**config.mk**
```make
export PLATFORM = sky130hd
export DESIGN_NAME = spi_slave
export DESIGN_NICKNAME = d
export VERILOG_FILES = /design/src/rtl/spi_sync_edge.sv /design/src/rtl/spi_slave.sv
export SDC_FILE = /design/constraint.sdc
export NUM_CORES = 1
export LEC_CHECK = 0
export CORE_ASPECT_RATIO = 1.5
export CORE_UTILIZATION = 55
export CTS_BUF_LIST = sky130_fd_sc_hd__clkbuf_4 sky130_fd_sc_hd__clkbuf_8
export DETAILED_ROUTE_END_ITERATION = 10
export PLACE_DENSITY = 0.8
export SETUP_SLACK_MARGIN = 0.1
export SYNTH_ARGS = -nofsm -noshare
export SYNTH_HDL_FRONTEND = slang
export SYNTH_SLANG_ARGS = --single-unit
```
**constraint.sdc**
```tcl
create_clock -name clk_i -period 1.9 [get_ports clk_i]
set_input_delay 0.38 -clock clk_i [delete_from_list [all_inputs] [get_ports clk_i]]
set_output_delay 0.38 -clock clk_i [all_outputs]
set_load 0.05 [all_outputs]
```
**src/rtl/spi_sync_edge.sv**
```systemverilog
// Multi-flop synchroniser for one asynchronous input, with rise/fall strobes
// derived from the synchronised level and its one-cycle-delayed copy.
module spi_sync_edge #(
   parameter int   STAGES = 2,
   parameter logic INIT   = 1'b0
) (
   input  logic clk,
   input  logic rst,
   input  logic din,
   output logic level,
   output logic rise,
   output logic fall
);

   logic [STAGES-1:0] chain;
   logic              prev;

   always_ff @(posedge clk or posedge rst) begin
      if (rst) begin
         chain <= {STAGES{INIT}};
         prev  <= INIT;
      end else begin
         chain <= {chain[STAGES-2:0], din};
         prev  <= chain[STAGES-1];
      end
   end

   assign level = chain[STAGES-1];
   assign rise  = level & ~prev;
   assign fall  = ~level & prev;

endmodule

```
**src/rtl/spi_slave.sv**
```systemverilog
// SPI mode-0 slave front end: oversampled SCLK/CS_N/MOSI/DC, MSB-first byte
// deserialiser, and a one-byte holding register feeding the MISO shifter.
module spi_slave #(
   parameter int         SYNC_STAGES = 2,
   parameter logic [7:0] IDLE_BYTE   = 8'h00
) (
   input  logic       clk_i,
   input  logic       rst_i,
   input  logic       spi_sclk_i,
   input  logic       spi_cs_n_i,
   input  logic       spi_mosi_i,
   input  logic       spi_dc_i,
   output logic       spi_miso_o,
   output logic       spi_byte_vld_o,
   output logic [7:0] spi_byte_data_o,
   output logic       dc_o,
   input  logic       tx_byte_vld_i,
   input  logic [7:0] tx_byte_data_i
);

   logic sclk_lvl, sclk_rise, sclk_fall;
   logic cs_lvl, cs_rise, cs_fall;

   spi_sync_edge #(.STAGES(SYNC_STAGES), .INIT(1'b0)) u_sclk (
      .clk   (clk_i),
      .rst   (rst_i),
      .din   (spi_sclk_i),
      .level (sclk_lvl),
      .rise  (sclk_rise),
      .fall  (sclk_fall)
   );

   // cs_n resets to deasserted so that releasing reset never fakes an assertion
   spi_sync_edge #(.STAGES(SYNC_STAGES), .INIT(1'b1)) u_cs (
      .clk   (clk_i),
      .rst   (rst_i),
      .din   (spi_cs_n_i),
      .level (cs_lvl),
      .rise  (cs_rise),
      .fall  (cs_fall)
   );

   logic unused_edges;
   assign unused_edges = sclk_lvl | cs_rise;

   logic [SYNC_STAGES-1:0] mosi_sync, dc_sync;

   always_ff @(posedge clk_i or posedge rst_i) begin
      if (rst_i) begin
         mosi_sync <= '0;
         dc_sync   <= '0;
      end else begin
         mosi_sync <= {mosi_sync[SYNC_STAGES-2:0], spi_mosi_i};
         dc_sync   <= {dc_sync[SYNC_STAGES-2:0], spi_dc_i};
      end
   end

   logic       mosi, dc;
   logic       cs_act;
   logic [2:0] cnt;
   logic [7:0] rx_sr;
   logic [7:0] tx_sr;
   logic [7:0] hold_data;
   logic       hold_full;
   logic       byte_done;
   logic       byte_stb;
   logic       rx_en, load, shift;

   assign mosi   = mosi_sync[SYNC_STAGES-1];
   assign dc     = dc_sync[SYNC_STAGES-1];
   assign cs_act = ~cs_lvl;

   // CS assertion takes precedence over any SCLK edge seen in the same cycle
   always_comb begin
      rx_en = 1'b0;
      load  = 1'b0;
      shift = 1'b0;
      if (cs_act) begin
         if (cs_fall) begin
            load = 1'b1;
         end else begin
            rx_en = sclk_rise;
            load  = sclk_fall & byte_done;
            shift = sclk_fall & ~byte_done;
         end
      end
   end

   always_ff @(posedge clk_i or posedge rst_i) begin
      if (rst_i) begin
         cnt             <= 3'd0;
         rx_sr           <= 8'h00;
         tx_sr           <= 8'h00;
         hold_data       <= 8'h00;
         hold_full       <= 1'b0;
         byte_done       <= 1'b0;
         byte_stb        <= 1'b0;
         spi_byte_vld_o  <= 1'b0;
         spi_byte_data_o <= 8'h00;
         dc_o            <= 1'b0;
      end else begin
         byte_stb       <= 1'b0;
         spi_byte_vld_o <= byte_stb;

         if (!cs_act) begin
            cnt       <= 3'd0;
            rx_sr     <= 8'h00;
            byte_done <= 1'b0;
         end

         if (rx_en) begin
            rx_sr <= {rx_sr[6:0], mosi};
            cnt   <= cnt + 3'd1;
            if (cnt == 3'd7) begin
               spi_byte_data_o <= {rx_sr[6:0], mosi};
               dc_o            <= dc;
               byte_stb        <= 1'b1;
               byte_done       <= 1'b1;
            end
         end

         if (load) begin
            tx_sr     <= hold_full ? hold_data : IDLE_BYTE;
            hold_full <= 1'b0;
            byte_done <= 1'b0;
         end else if (shift) begin
            tx_sr <= {tx_sr[6:0], 1'b0};
         end

         // a strobe coinciding with a load lands in the holding register, not tx_sr
         if (tx_byte_vld_i) begin
            hold_data <= tx_byte_data_i;
            hold_full <= 1'b1;
         end
      end
   end

   assign spi_miso_o = cs_act & tx_sr[7];

endmodule
```
==> results.cfg <==
[worst_setup_path]
worstPathRequired_ns = 1.52
cpLargestDelayFamily = flip-flops
r2r_slack_ns = 0.40
cp_num_buf_inv = 1
cp.depth = 2
end_kind = primary output
cp_slowest_cell = dfstp_2
setup.worst_path.start_class = flop
cpPeakStageDelay_ns = 0.67
worstPathCellList = nor2b_1 > buf_4
crit_arrival_ns = 1.24
reg2reg_depth = 4
critPathKind = flop to primary output
crit_path_max_fanout = 12

[power]
leakagePower_nw = 1.13
p_total_mw = 2.10
power_density_nw_per_um2 = 912
vdd_drop_max_uv = 753

[global_routing]
track_usage_pct = 19.5
met1_usage_pct = 20.2
use_met2_pct = 35.0
use_met3_pct = 5.73
busiest_layer = met2
grt_max_degree = 29
grt_pass1_vias = 1234
grt_pass1_wl_um = 5310
antenna_found_initial = 0
grt-ovfl-total = 0

[hold_path]
min_path_type = flop to flop
worstHoldPathCells = 0

[clocking]
clock-sinks = 49
numCtsBuffers = 5
cts_max_level = 2
clockBufferDepth = 2
clkTransAtPathRegs_ns = 0.08
cts_root_buffer = clkbuf_8
clk_latency_ns = 0.30
cts_tree = yes
ctsHoldBuffers = 0

[die]
num_io_pins = 26
start_util_pct = 59.2
fp.dieH_um = 74.1
fp-row-count = 25
die_x_um = 50.1
dieArea_um2 = 3710
core_um2 = 3220

[routing]
drcViolationCount = 0
vias = 1182
firstDrtPassIters = 5
drtIter0Drc = 38
wl_per_cell_um = 13.8
routed_wl_um = 3020
vias_per_cell = 5.40
drtAntennaViolNets = 0

[placed_design]
placed_cell_area_um2 = 2190
placedCellCount = 211
portBuffers = 25
post-place-ws_ns = 0.302
gp_congestion = 0.774
dp_hpwl_um = 2150

[finish]
nets = 195
final_area_um2 = 2300
drive_gt1_share_pct = 23.5
multi_input_area_um2 = 629
antenna_cells = 0
stdcell_count = 219
syn_to_final_growth_pct = 20.7
ff_latch_area_um2 = 1230
post-route-util_pct = 71.4
fillers = 228

[timing]
rsz0062_at_grt = false
final-hold-violation-count = 0
hold_ws_ns = 0.354
layout_min_cycle_time_ns = 1.62
post-route-period-util_pct = 85.3
worst_pin_slew_ns = 0.586
slew_headroom_pct = 60.9
finalSetupTns_ns = 0
max_freq_mhz = 617
fin_skew_ns = 0.00494
drv_slew = 0
finalSetupViolCount = 0
setup_slack_ns = 0.280

[logic_synthesis]
seq_area_frac_synth_pct = 64.5
yosys.area.top_type = dfrtp_1
synthCells = 149
syn_area_um2 = 1910
ys_top_cells_by_area = dfrtp_1, mux2_4, nand2_1, mux2_2, dfstp_2
yosysWarnings = 0
synth_top_area_share_pct = 60.4
synth_cell_type_count = 27
syn-num-nets = 166
ys_ff_latch = 49
synth_area_per_cell_um2 = 12.8

[flow_run]
cap_violations = 0

[status]
outcome = finished, final reports clean
==> cell families after synthesis <==
family	Yosys count	synth area share (%)
buffers and inverters	10	2.49
AO/OA/AOI/OAI	22	7.22
AND/OR/NAND/NOR	48	12.4
XOR/XNOR	1	0.459
adder cells (fa/ha/maj)	2	1.31
flip-flops	49	64.5
multiplexers	17	11.6
==> registers in the layout, indices dropped and copies added (netlist names), 3 cells and up <==
name and count:
spi_byte_data_o 8, cnt 3, hold_data 8, rx_sr 7, tx_sr 8
==> Yosys cell counts <==
cell type,count
dfrtp_1,46
mux2_2,8
nand2b_4,2
inv_2,1
nor2_1,8
nor2_2,1
nor2b_1,1
a21oi_2,1
a21o_1,1
o22a_2,1
nand3b_4,1
nand3_1,8
a31oi_1,7
a21oi_1,10
o22ai_2,1
dfstp_2,3
inv_1,3
nand2_1,26
mux2_1,1
ha_1,2
o21ai_1,1
buf_2,2
mux2_4,8
and2_4,1
clkbuf_1,3
buf_6,1
xnor2_1,1
==> cell type report <==
cell class                      instances  share of cell area [%]
Tap cell                               40                    2.18
Clock inverter                          1                    1.31
Clock buffer                            7                    3.92
Timing Repair Buffer                   28                    11.1
Multi-Input combinational cell         90                    27.4
Inverter                                4                   0.653
Sequential cell                        49                    53.5
==> worst register-to-register path, stage by stage, from the launching register on <==
cell and delay [ns]:
dfrtp_1 0.41, ha_1 0.20, ha_1 0.22, nand3b_4 0.21, mux2_1 0.34
==> final timing paths <==
| check | end | start |
|---|---|---|
| max in group asynchronous | u_cs.prev$_DFF_PP1_ | rst_i |
| worst min-delay path | mosi_sync[1]$_DFF_PP0_ | mosi_sync[0]$_DFF_PP0_ |
| worst min register to register | mosi_sync[1]$_DFF_PP0_ | mosi_sync[0]$_DFF_PP0_ |
| min in group asynchronous | u_sclk.chain[0]$_DFF_PP0_ | rst_i |
| worst max register to register | spi_byte_data_o[6]$_DFFE_PP0P_ | cnt[0]$_DFFE_PP0P_ |
| worst max-delay path | spi_miso_o | u_cs.chain[1]$_DFF_PP1_ |
==> layout by cell type (no fill, tap or decap), types with 2 or more instances in the layout <==
master	instances
a21oi_1	10
a31oi_1	7
buf_4	5
clkbuf_8	6
clkdlybuf4s50_1	14
dfrtp_1	46
dfstp_2	3
dlygate4sd2_1	9
ha_1	2
inv_1	2
inv_2	2
mux2_2	8
mux2_4	8
nand2_1	26
nand2b_4	2
nand3_1	8
nor2_1	8
==> timing repair <==
action	in CTS	in global routing
endpoints found under the setup margin	9	0
buffers inserted	0	0
resized for setup	9	0
==> power breakdown <==
part / switching [mW] / internal (mW) / leakage (nW)
combinational: 0.0899 / 0.0864 / 0.455
sequential: 0.0425 / 1.11 / 0.614
clock: 0.328 / 0.443 / 0.0619
==> layer usage <==
metal  share of wire, %  wire [um]
met1                 38       1150
met2                 56       1700
met3                3.7        112
met4                2.0         61
met5                  0          0
Note: power is estimated with default switching activity, not from simulation.
